===== src/rtl/serial_adder_ctrl.sv =====
// Bit-serial WIDTH-bit adder. A single full_adder is reused once per clock,
// LSB first. Operands are taken on an accepted start, and the registered
// sum/carry hold until the next add completes.

// One-bit full adder. This is the only adder logic in the block.
module full_adder (
  input  logic a,
  input  logic b,
  input  logic ci,
  output logic s,
  output logic co
);
  assign s  = a ^ b ^ ci;
  assign co = (a & b) | (a & ci) | (b & ci);
endmodule

module serial_adder_ctrl #(
  parameter int WIDTH = 8
) (
  input  logic             clk_in,
  input  logic             rst_n_in,
  input  logic             start_in,
  input  logic [WIDTH-1:0] A_in,
  input  logic [WIDTH-1:0] B_in,
  input  logic             C_in,
  output logic             busy_out,
  output logic             done_out,
  output logic [WIDTH-1:0] S_out,
  output logic             C_out
);
  // Counter only has to reach WIDTH-1, and WIDTH is at least 2.
  localparam int CW = $clog2(WIDTH);
  localparam logic [CW-1:0] LAST = CW'(WIDTH - 1);

  localparam logic [0:0] IDLE = 1'b0;
  localparam logic [0:0] RUN  = 1'b1;

  logic [0:0]       state;
  logic [CW-1:0]    cnt;
  logic [WIDTH-1:0] a_sr, b_sr, sum_sr;
  logic             carry;
  logic             busy_q, done_q, c_q;
  logic [WIDTH-1:0] s_q;

  logic             fa_s, fa_co;
  logic [WIDTH-1:0] sum_next;
  logic             accept, last_bit;

  // Shared adder: bit 0 of each operand shifter plus the running carry.
  full_adder u_fa (
    .a  (a_sr[0]),
    .b  (b_sr[0]),
    .ci (carry),
    .s  (fa_s),
    .co (fa_co)
  );

  // New sum bits enter at the MSB, so after WIDTH shifts bit 0 sits at the LSB.
  assign sum_next = {fa_s, sum_sr[WIDTH-1:1]};
  assign accept   = (state == IDLE) && start_in;
  assign last_bit = (state == RUN) && (cnt == LAST);

  // FSM: start is only looked at in IDLE, so a start in RUN is simply dropped.
  always_ff @(posedge clk_in) begin
    if (!rst_n_in) begin
      state <= IDLE;
    end else begin
      case (state)
        IDLE:    if (start_in) state <= RUN;
        RUN:     if (cnt == LAST) state <= IDLE;
        default: state <= IDLE;
      endcase
    end
  end

  // Bit counter: cleared on accept, counts processed bits while running.
  always_ff @(posedge clk_in) begin
    if (!rst_n_in) begin
      cnt <= '0;
    end else if (accept) begin
      cnt <= '0;
    end else if (state == RUN) begin
      cnt <= last_bit ? '0 : cnt + CW'(1);
    end
  end

  // Operand and carry datapath: load on accept, shift right while running.
  always_ff @(posedge clk_in) begin
    if (!rst_n_in) begin
      a_sr  <= '0;
      b_sr  <= '0;
      carry <= 1'b0;
    end else if (accept) begin
      a_sr  <= A_in;
      b_sr  <= B_in;
      carry <= C_in;
    end else if (state == RUN) begin
      a_sr  <= a_sr >> 1;
      b_sr  <= b_sr >> 1;
      carry <= fa_co;
    end
  end

  // Internal sum shifter collects one FA sum bit per running edge.
  always_ff @(posedge clk_in) begin
    if (!rst_n_in) begin
      sum_sr <= '0;
    end else if (state == RUN) begin
      sum_sr <= sum_next;
    end
  end

  // Status flags: busy mirrors the next state, done pulses on the MSB edge.
  always_ff @(posedge clk_in) begin
    if (!rst_n_in) begin
      busy_q <= 1'b0;
      done_q <= 1'b0;
    end else begin
      done_q <= last_bit;
      if (accept)        busy_q <= 1'b1;
      else if (last_bit) busy_q <= 1'b0;
    end
  end

  // Result registers update only on the completing edge and hold otherwise.
  always_ff @(posedge clk_in) begin
    if (!rst_n_in) begin
      s_q <= '0;
      c_q <= 1'b0;
    end else if (last_bit) begin
      s_q <= sum_next;
      c_q <= fa_co;
    end
  end

  assign busy_out = busy_q;
  assign done_out = done_q;
  assign S_out    = s_q;
  assign C_out    = c_q;
endmodule

===== config.mk =====
export PLATFORM = sky130hd
export DESIGN_NAME = serial_adder_ctrl
export DESIGN_NICKNAME = d
export VERILOG_FILES = /design/src/rtl/serial_adder_ctrl.sv
export SDC_FILE = /design/constraint.sdc
export NUM_CORES = 1
export LEC_CHECK = 0
export CAP_MARGIN = 20
export CORE_ASPECT_RATIO = 0.5
export CORE_MARGIN = 1
export CORE_UTILIZATION = 50
export DETAILED_ROUTE_END_ITERATION = 8
export PLACE_DENSITY = 0.77
export SYNTH_ARGS = -nofsm -noshare
export SYNTH_HDL_FRONTEND = slang
export SYNTH_SLANG_ARGS = --single-unit

===== constraint.sdc =====
create_clock -name clk_in -period 2.9 [get_ports clk_in]
set_clock_uncertainty 0.1 [all_clocks]
set_input_delay 0.435 -clock clk_in [delete_from_list [all_inputs] [get_ports clk_in]]
set_output_delay 0.435 -clock clk_in [all_outputs]
set_load 0.05 [all_outputs]

Word level (Yosys, flattened, before mapping)
Index checks and enable logic that the tools add are counted.

Mux-type cells: 12. Bitwise logic cells: 9. Reductions and logical operators: 5. $add $sub $neg: 1. Equal/unequal tests: 1.

Operator list (number): 8-bit 2-to-1 mux (4); 1-bit 2-to-1 mux (6); 2-bit nonzero test (2); 3-bit by 1-bit adder with 3-bit output, second input constant (1); 1-bit bitwise AND (3); 3-bit equality test, second input constant (1); 3-bit 2-to-1 mux (1); 1-bit logical AND (2); 1-bit inverter (2); 1-bit OR (2); 1-bit case mux with 2 select lines (1); 2-bit OR reduction (1); 1-bit bitwise XOR (2).

Bits in registers: 40. Input port bits: 20. Output and inout bits: 11.

Longest topological paths before layout
Word-level depth: 5. Gate-level depth with buffers: 5.

Modules after synthesis
Synthesis repeated with hierarchy kept, for this count alone.

Cell total of the unflattened synthesis: 163. Area, all modules: 1667.8 um^2.

By module, submodules not included: serial_adder_ctrl (sequential area each 780.7 um^2, instances 1, cells an instance 162, area each 1647.8 um^2); full_adder (sequential area each 0.0 um^2, instances 1, cells an instance 1, area each 20.0 um^2).

Least setup slack after synthesis
OpenSTA, ideal clock, no wires.

Path kind: reg2reg. Start: register cnt[0]. End: register s_q[0] (netlist: S_out[0]). Path buffers: 1. Cell stages (with the launch flop): 6. Path slack: 1.525 ns. Period minus slack after synthesis: 1.375 ns. Data arrival time: 1.205 ns. Data required time: 2.729 ns. Path through: dfxtp_1 > ha_1 > ha_1 > buf_1 > a21bo_2 > a21oi_1.

Cells in the longest elaborated chain, start to end: 2.

RTL lines: start: declaration (RTL line 39) `logic [CW-1:0] cnt;`; start signal: assignment (RTL line 83) `cnt <= last_bit ? '0 : cnt + CW'(1);`; 3-bit equality test (RTL line 61) `assign last_bit = (state == RUN) && (cnt == LAST);`; 1-bit logical AND (RTL line 61); end signal: assignment (RTL line 131) `s_q <= sum_next;`; end: declaration (RTL line 43) `logic [WIDTH-1:0] s_q;`.

Every way passes these cells. A chain may end at the register's enable or synchronous reset.

Worst setup path in the final report
Start: register busy_q (netlist: busy_out). End: output busy_out.

RTL lines: start: declaration (RTL line 42) `logic busy_q, done_q, c_q;`; start signal: assignment (RTL line 116) `busy_q <= 1'b0;`; start signal: assignment (RTL line 120) `if (accept) busy_q <= 1'b1;`; start signal: assignment (RTL line 121) `else if (last_bit) busy_q <= 1'b0;`; end: declaration (RTL line 26) `output logic busy_out,`.

No word-level cell between the ends.

==> impl_metrics.json <==
{
  "status": "complete, no violations",
  "path_class": "flop to output port",
  "finalHoldViolCount": 0,
  "grt-ovfl-total": 0,
  "die_area_um2": 3610,
  "grt_pass1_wl_mm": 5.43,
  "area_delta_synth_final_pct": 24.3,
  "min_from": "sum_sr[7]",
  "cts.repair.resized": 0,
  "die_y_um": 43.0,
  "fmax_mhz": 507,
  "reg2reg_slack_ps": 1000,
  "dpl_cell_area_um2": 1980,
  "critical_path_depth": 1,
  "coreArea_um2": 3100,
  "drt_first_pass_iters": 4,
  "worst_pin_slew_ps": 863,
  "setup-violations-final": 0,
  "whs_endpoint": "S_out[6]",
  "hold_path.class": "flop to flop",
  "insertion_delay_ps": 290,
  "synth_compound_area_frac": 0.167,
  "ys_seq_area_frac": 0.465,
  "hold_depth": 2,
  "relSlewSlack": 0.424,
  "cp_max_fo": 3,
  "power_density_nw_per_um2": 552,
  "max_stage_delay_ps": 800,
  "dpl.hpwl_mm": 1.93,
  "leakage_nw": 0.823,
  "syn_nets": 187,
  "syn-cell-area_um2": 1680,
  "wl_per_cell_um": 13.1,
  "synth_cell_type_count": 24,
  "clock-sinks": 39,
  "required_ps": 2370,
  "post_drt_via_cell_ratio": 5.28,
  "htreeDepth": 2,
  "synth_cells": 164,
  "row_count": 14,
  "start_util": 0.542,
  "critPathLaunchType": "flop",
  "crit_buf_inv": 1,
  "crit_arrival_ps": 1440,
  "die_x_um": 84.0,
  "wl_mm": 3.04,
  "drt-initial-drc-count": 47,
  "synth.avg_cell_area_um2": 10.2,
  "clk_path_buf_depth": 2,
  "io_pins": 31,
  "numCtsBuffers": 5,
  "cp_top_family": "buffers and inverters",
  "fin_setup_tns_ps": 0,
  "synth_top_family_by_area": "compound AO/OA/AOI/OAI gates",
  "portBuffers": 30,
  "final-max-slew-violation-count": 0,
  "gp_congestion": 0.729,
  "ys_ff_latch": 39,
  "grt_max_degree": 27,
  "root_buffer": "clkbuf_8",
  "drc": 0,
  "synth_mux_area_frac": 0.143,
  "drv_cap": 0,
  "worstReg2RegStart": "state",
  "grt_pass1_vias": 1179,
  "rsz0062_at_grt": "no",
  "most-common-layout-cells": "dfxtp_1 (39), clkdlybuf4s50_1 (30), mux2i_1 (24)",
  "period_minus_slack_ps": 1970,
  "finalInstanceArea_um2": 2090,
  "layout_commonest_cell": "dfxtp_1",
  "synth_xor_area_frac": 0,
  "cts_setup_buffers": 0,
  "drive_above_1_share": 0.109,
  "r2r_cells": 2,
  "slowest_stage": "clkdlybuf4s50_1",
  "synth_adder_area_share": 0.0268,
  "antenna_cells": 0,
  "synthSimpleGateAreaFrac": 0.149,
  "finalCritPeriodShare": 0.680,
  "clk_pin_slew_ps": 70,
  "num_vias": 1225,
  "yosysWarnings": 0,
  "antenna_found_initial": 0,
  "grtUsageTotal": 0.194,
  "r2r-end": "b_sr[1]",
  "end_kind": "output port",
  "antenna_left": 0,
  "tritoncts": "built",
  "peakVddDrop_mv": 0.303,
  "path_cells": "clkdlybuf4s50_1",
  "final_nets": 215,
  "cts_hold_buffers": 0
}
[kinds of logic after synthesis]
group                    after synthesis
multiplexers                          24
buffers and inverters                 15
flip-flops                            39
adder cells (fa/ha/maj)                3
AO/OA/AOI/OAI                         39
AND/OR/NAND/NOR                       44
[Yosys cell counts]
master,count,area [um2]
a21bo_2,9,90.1
nor2_1,9,33.8
or3b_2,2,17.5
o21bai_1,1,7.51
and3_1,1,6.26
nand3_1,9,45.0
mux2i_1,24,240
a21oi_1,14,70.1
nand3b_1,1,7.51
nand2_1,1,3.75
nor2b_1,15,93.8
buf_6,2,22.5
inv_1,1,3.75
nand2b_1,4,25.0
or3b_1,2,17.5
fa_1,1,20.0
clkinv_1,1,3.75
buf_4,2,15.0
dfxtp_1,39,781
clkbuf_1,5,18.8
a211oi_1,15,113
ha_1,2,25.0
buf_2,3,15.0
buf_1,1,3.75
[worst register-to-register path: cells and delay by family, from the launching register on]
kind | cells | cell delay, ps
compound gates | 1 | 340
buf+inv | 1 | 470
flops | 1 | 890
[per-stage QoR]
step / utilization / total power, mW / instances / hold WS [ps] / worst slack [ps]
global placement: 0.640 / 0.729 / 225 / 369 / 1010
finish: 0.673 / 1.15 / 232 / 385 / 927
global route: 0.673 / 1.21 / 232 / 407 / 785
CTS: 0.673 / 1.16 / 232 / 385 / 916
floorplan: - / 0.686 / 164 / 355 / 1520
detailed placement: 0.640 / 0.731 / 225 / 374 / 959
[power by group]
| group | internal [mW] | leakage (nW) | switching (mW) |
|---|---|---|---|
| Clock | 0.252 | 0.0513 | 0.180 |
| Sequential | 0.563 | 0.319 | 0.0241 |
| Combinational | 0.0721 | 0.452 | 0.0604 |
[sequential cells by signal, indices dropped and copies added, names as in the netlist]
name,count
sum_sr,7
state,1
a_sr,8
cnt,3
S_out,8
b_sr,8
C_out,1
done_out,1
carry,1
busy_out,1
[layout make-up]
cell class	count	area [um2]
clock buffer	6	72.6
fill	253	1010
inverter	2	7.51
clock inverter	1	30.0
timing repair buffer	34	330
multi-input combinational	110	816
tap	40	50.0
sequential	39	781
[worst max path at each step]
stage               startpoint        to  slack, ps
finish                busy_out  busy_out        930
floorplan               cnt[0]  S_out[0]       1520
global placement      rst_n_in   a_sr[2]       1010
CTS                   busy_out  busy_out        920
global route             state   a_sr[2]        790
detailed placement    rst_n_in   b_sr[4]        960
[per-layer routing]
metal,GRT usage,wire [um]
met5,0,0
met4,0.0517,15
met3,0.0584,105
met2,0.316,1330
met1,0.254,1590
Power figures use the tool's default switching activity.
==> edit 1, RTL diff (same flow settings) <==
The parameter `WIDTH` goes from 8 to 16.
--- a/src/rtl/serial_adder_ctrl.sv
+++ b/src/rtl/serial_adder_ctrl.sv
@@ -15,7 +15,7 @@
 endmodule
 
 module serial_adder_ctrl #(
-  parameter int WIDTH = 8
+  parameter int WIDTH = 16
 ) (
   input  logic             clk_in,
   input  logic             rst_n_in,
Interface: changed (resized A_in, B_in and S_out); port bits go from 31 to 55. The function was not compared with the original's and may differ.
==> edit 1 against the original RTL <==
Synthesized area up 72%; worst setup slack got worse by 0.036 ns; design area up 80%; first-iteration DRC count is 8.5% higher; wire length grew 70%; count of clock-buffer cells in the layout up 3; sequential cell count rose by 33; critical path depth unchanged; total power increased by 110%; critical path type unchanged.
==> edit 1: results (changes against the original RTL) <==
- The flow ran to the end, and the final reports show no timing, DRC or antenna violations.
- The count of non-filler cells in the finished layout is 383 (+65%).
- The most critical setup path has its endpoint at S_out[14].
- The number of design-rule violations left by the first detailed-router iteration came to 51 (+8.5%).
- In the post-synthesis netlist, the biggest area contributors are sky130_fd_sc_hd__dfxtp_1 50%, sky130_fd_sc_hd__mux2i_1 17%, sky130_fd_sc_hd__mux2_2 12%.
- The cell area reported after detailed placement is 3450 µm² (+74%).
- The number of buffers outside the clock class in the layout is 57 (+68%).
- The global-route wire length before repair is 8710 µm (+60%).
- The transition time of the tightest slew-check pin is 0.643 ns (-0.220 ns).
- The maximum fanout count along the critical path was 2 (-1).
- The commonest cells after synthesis are 72 x sky130_fd_sc_hd__dfxtp_1, 51 x sky130_fd_sc_hd__nor2_1, 50 x sky130_fd_sc_hd__mux2i_1, 31 x sky130_fd_sc_hd__mux2_2, 17 x sky130_fd_sc_hd__a22o_1.
- The largest net degree at the start of global routing is 47 (+74%).
- The clock-pin slew on the worst setup and hold paths was 0.05 ns (-0.02 ns).
- The data arrival time of the critical path is 1.47 ns (+0.03 ns).
- The fraction of the core area covered by cells at the end of the flow is 0.682 (+0.00905).
- The area of all placed cells without fillers is 3760 µm² (+80%).
- The worst hold slack is 0.370 ns (-0.0152 ns).
- The overall global routing resource usage is 0.188 (-0.00580).
- The layout filler cell count is 443 (+75%).
- The post-synthesis mux area share was 0.294 (+0.151).
- The area share of buffers outside the clock network is 0.153 (-0.00530).
- The half-perimeter wire length of the detailed placement result is 3220 µm (+67%).
- The proportion of power drawn by the clock network was 0.474 (+0.099).
- The reg2reg setup slack is 1.09 ns (+0.09 ns).
- The xor-xnor portion of the synthesized cell area is 0.00303 (+0.00303).
- The total of clock buffers placed in the layout is 9 (+3).
- The number of H-tree levels is 3 (+1).
- The global-route track usage on met1 was 0.225 (-0.0290).
- The combinational cell fraction of total power is 0.088 (-0.027).
- Clock tree synthesis selected as its root buffer the cell sky130_fd_sc_hd__clkbuf_16.
- The ratio of cells with drive above 1 in the final layout is 0.171 (+0.0616).
- The count of input and output buffers is 54 (+80%).
- The sink count of the clock tree is 72 (+85%).
- The number of distinct library cell variants in the gate-level netlist after synthesis is 23 (-4.2%).
- The critical path starts at S_out[14].
- The net switching fraction of the power came to 0.211 (-0.0179).
- The met3 track utilization from global routing is 0.0703 (+0.0119).
- The overall power consumption is 2.40 mW (+110%).
- The maximum vdd ir drop is 0.371 mV (+23%).
- In this run the critical register-to-register path is captured at S_out[1].
- The number of nets in the layout is 344 (+60%).
- The number of cells on the worst reg-to-reg path is 3 (+1).
- The mean area per synthesized cell is 11.3 µm² (+10%).
- The multi-input logic cell count is 165 (+50%).
- The layout inverter count without the clock tree was 1 (-1).
- The area fraction of clock buffers and clock inverters came to 0.0825 (+0.0333).
[edit 1: cell types whose count changed after synthesis, moves of 15 or more]
cell,change
sky130_fd_sc_hd__nor2_1,+42
sky130_fd_sc_hd__mux2_2,+31
sky130_fd_sc_hd__dfxtp_1,+33
sky130_fd_sc_hd__mux2i_1,+26
sky130_fd_sc_hd__a22o_1,+17
sky130_fd_sc_hd__a211oi_1,-15
[edit 1: how the worst min path moves through the flow]
stage                         start       end  cells past startpoint
after global routing       S_out[4]  S_out[4]                      1
after detailed placement  sum_sr[1]  S_out[0]                      1
after CTS                  busy_out  busy_out                      1
after floorplan           sum_sr[1]  S_out[0]                      1
after global placement     busy_out  busy_out                      1
final                      busy_out  busy_out                      1
[edit 1: per-layer routing]
metal / up-vias / routed length, µm / part of all wire
met5: - / 0 / 0
met4: 0 / 74 / 0.014
met3: 7 / 218 / 0.042
met2: 37 / 2430 / 0.47
met1: 921 / 2450 / 0.47
li1: 994 / - / -
==> edit 2, RTL diff (same flow settings) <==
Made on the original files. Register the output `C_out` once more, cleared by the reset; this adds one clock of latency there. The other outputs are not delayed to match.
--- a/src/rtl/serial_adder_ctrl.sv
+++ b/src/rtl/serial_adder_ctrl.sv
@@ -136,5 +136,11 @@
   assign busy_out = busy_q;
   assign done_out = done_q;
   assign S_out    = s_q;
-  assign C_out    = c_q;
+  always_ff @(posedge clk_in) begin
+    if (!rst_n_in) begin
+      C_out <= '0;
+    end else begin
+      C_out <= c_q;
+    end
+  end
 endmodule
Formal check against the unedited RTL: not equivalent (Yosys sat finds a counterexample within 10 cycles, from zero or initial values and one cycle with rst_n_in low).
==> edit 2 against the original RTL <==
The run now ends with DRC left; sequential cell count is 1 higher; sequential power increased by 2%; worst setup slack lost 0.0046 ns; design area down 0.30%; clock power fell by 21%; total power decreased by 6.9%; count of clock-buffer cells in the layout unchanged; register-to-register slack better by 0.18 ns; wire length is 0.89% lower; synthesized area up 2.1%.
==> edit 2: results (changes against the original RTL) <==
- The flow ran to the end, but the final reports show violations.
- The final reports fail on DRC.
- The total met2 wirelength after detailed routing came to 1370 µm (+3.1%).
- The met1 routed wirelength after detailed routing is 1520 µm (-4.1%).
- The global-route wire length before repair is 5030 µm (-7.4%).
- The path class of the tightest hold or removal check is reg -> reg.
- The post-placement cell count is 226 (+0.44%).
- The number of distinct library cell variants in the gate-level netlist after synthesis is 23 (-4.2%).
- The gate count of the mapped netlist is 166 (+1.2%).
- The number of nets in the layout came to 216 (+0.47%).
- The detailed-routed wire length on met3 was 105 µm (unchanged).
- The net count after synthesis is 189 (+1.1%).
- The area fraction of the dominant cell type after synthesis is 0.467 (+0.00218).
- In this run the most critical hold path is launched from c_q.
- The met2 track utilization from global routing came to 0.283 (-0.0335).
- The launch point of the worst reg-to-reg path is state.
- The net switching fraction of the power is 0.244 (+0.0144).
- The end of the worst hold path is C_out.
- The total routed wirelength is 3010 µm (-0.89%).
- The post-detailed-route DRC marker count is 2 (+2).
- The share of synthesized area occupied by flip-flops and latches came to 0.467 (+0.00218).
- In the synthesized netlist, the cells that appear most often are 40 x sky130_fd_sc_hd__dfxtp_1, 24 x sky130_fd_sc_hd__mux2i_1, 15 x sky130_fd_sc_hd__a211oi_1, 15 x sky130_fd_sc_hd__nor2b_1, 14 x sky130_fd_sc_hd__a21oi_1.
- The worst register-to-register path ends at b_sr[5].
- The half-perimeter wire length of the detailed placement result is 2050 µm (+6.2%).
- The met3 track utilization from global routing is 0.0590 (+0.000682).
- The average wire length per cell after detail routing is 12.9 µm (-1.3%).
- The cell area reported after detailed placement was 2000 µm² (+0.95%).
- The worst hold slack is 0.371 ns (-0.0136 ns).
- The number of design-rule violations left by the first detailed-router iteration is 37 (-21%).
- The global-route track usage on met1 is 0.242 (-0.0127).
- The post-detailed-route via-to-cell ratio is 5.20 (-1.6%).
- The overall global routing resource usage is 0.183 (-0.0108).
- By area the synthesized netlist is led by sky130_fd_sc_hd__dfxtp_1 47%, sky130_fd_sc_hd__mux2i_1 14%, sky130_fd_sc_hd__a211oi_1 6.6%.
- The hold-critical path depth is 1 (-1).
- The final weighted congestion in routability-driven placement is 0.700 (-3.9%).
- The leakage power summed over all cells is 0.818 nW (-0.52%).
- In this run the worst setup path begins at busy_out.
- The reg2reg setup slack is 1.18 ns (+0.18 ns).
- The highest metal layer with signal wires is met4.
- The transition time of the tightest slew-check pin was 0.752 ns (-0.111 ns).
- The top achievable clock speed is 506 MHz (-0.23%).
- The ratio of cells with drive above 1 in the final layout was 0.104 (-0.00575).
- The number of iterations in the first detailed-routing pass is 6 (+2).
- The largest net degree at the start of global routing was 29 (+7.4%).
- The CTS buffer count was 5 (unchanged).
- The via count of the first global-routing pass is 1078 (-8.6%).
==> edit 2: layout make-up <==
class	count	area, µm²
Clock inverter	1	5.00
Tap cell	40	50.0
Sequential cell	40	801
Clock buffer	6	72.6
Inverter	2	7.51
Multi-Input combinational cell	111	822
Fill cell	256	1050
Timing Repair Buffer	33	323
==> edit 2: power by group through the flow <==
stage | combinational [mW] | clock (mW) | sequential (mW)
2_1_floorplan | 0.0941 | 0 | 0.607
3_3_place_gp | 0.132 | 0 | 0.610
3_5_place_dp | 0.133 | 0 | 0.612
4_1_cts | 0.134 | 0.355 | 0.599
5_1_grt | 0.146 | 0.381 | 0.603
6_report | 0.133 | 0.341 | 0.598
==> edit 2: cell families after synthesis <==
| logic type | count (synthesis) | synth area share |
|---|---|---|
| AOI/OAI and AO/OA | 39 | 0.164 |
| adders and majority gates | 3 | 0.0263 |
| muxes | 24 | 0.140 |
| DFF | 40 | 0.467 |
| and+or+nand+nor | 45 | 0.150 |
| buffers and inverters | 15 | 0.0533 |
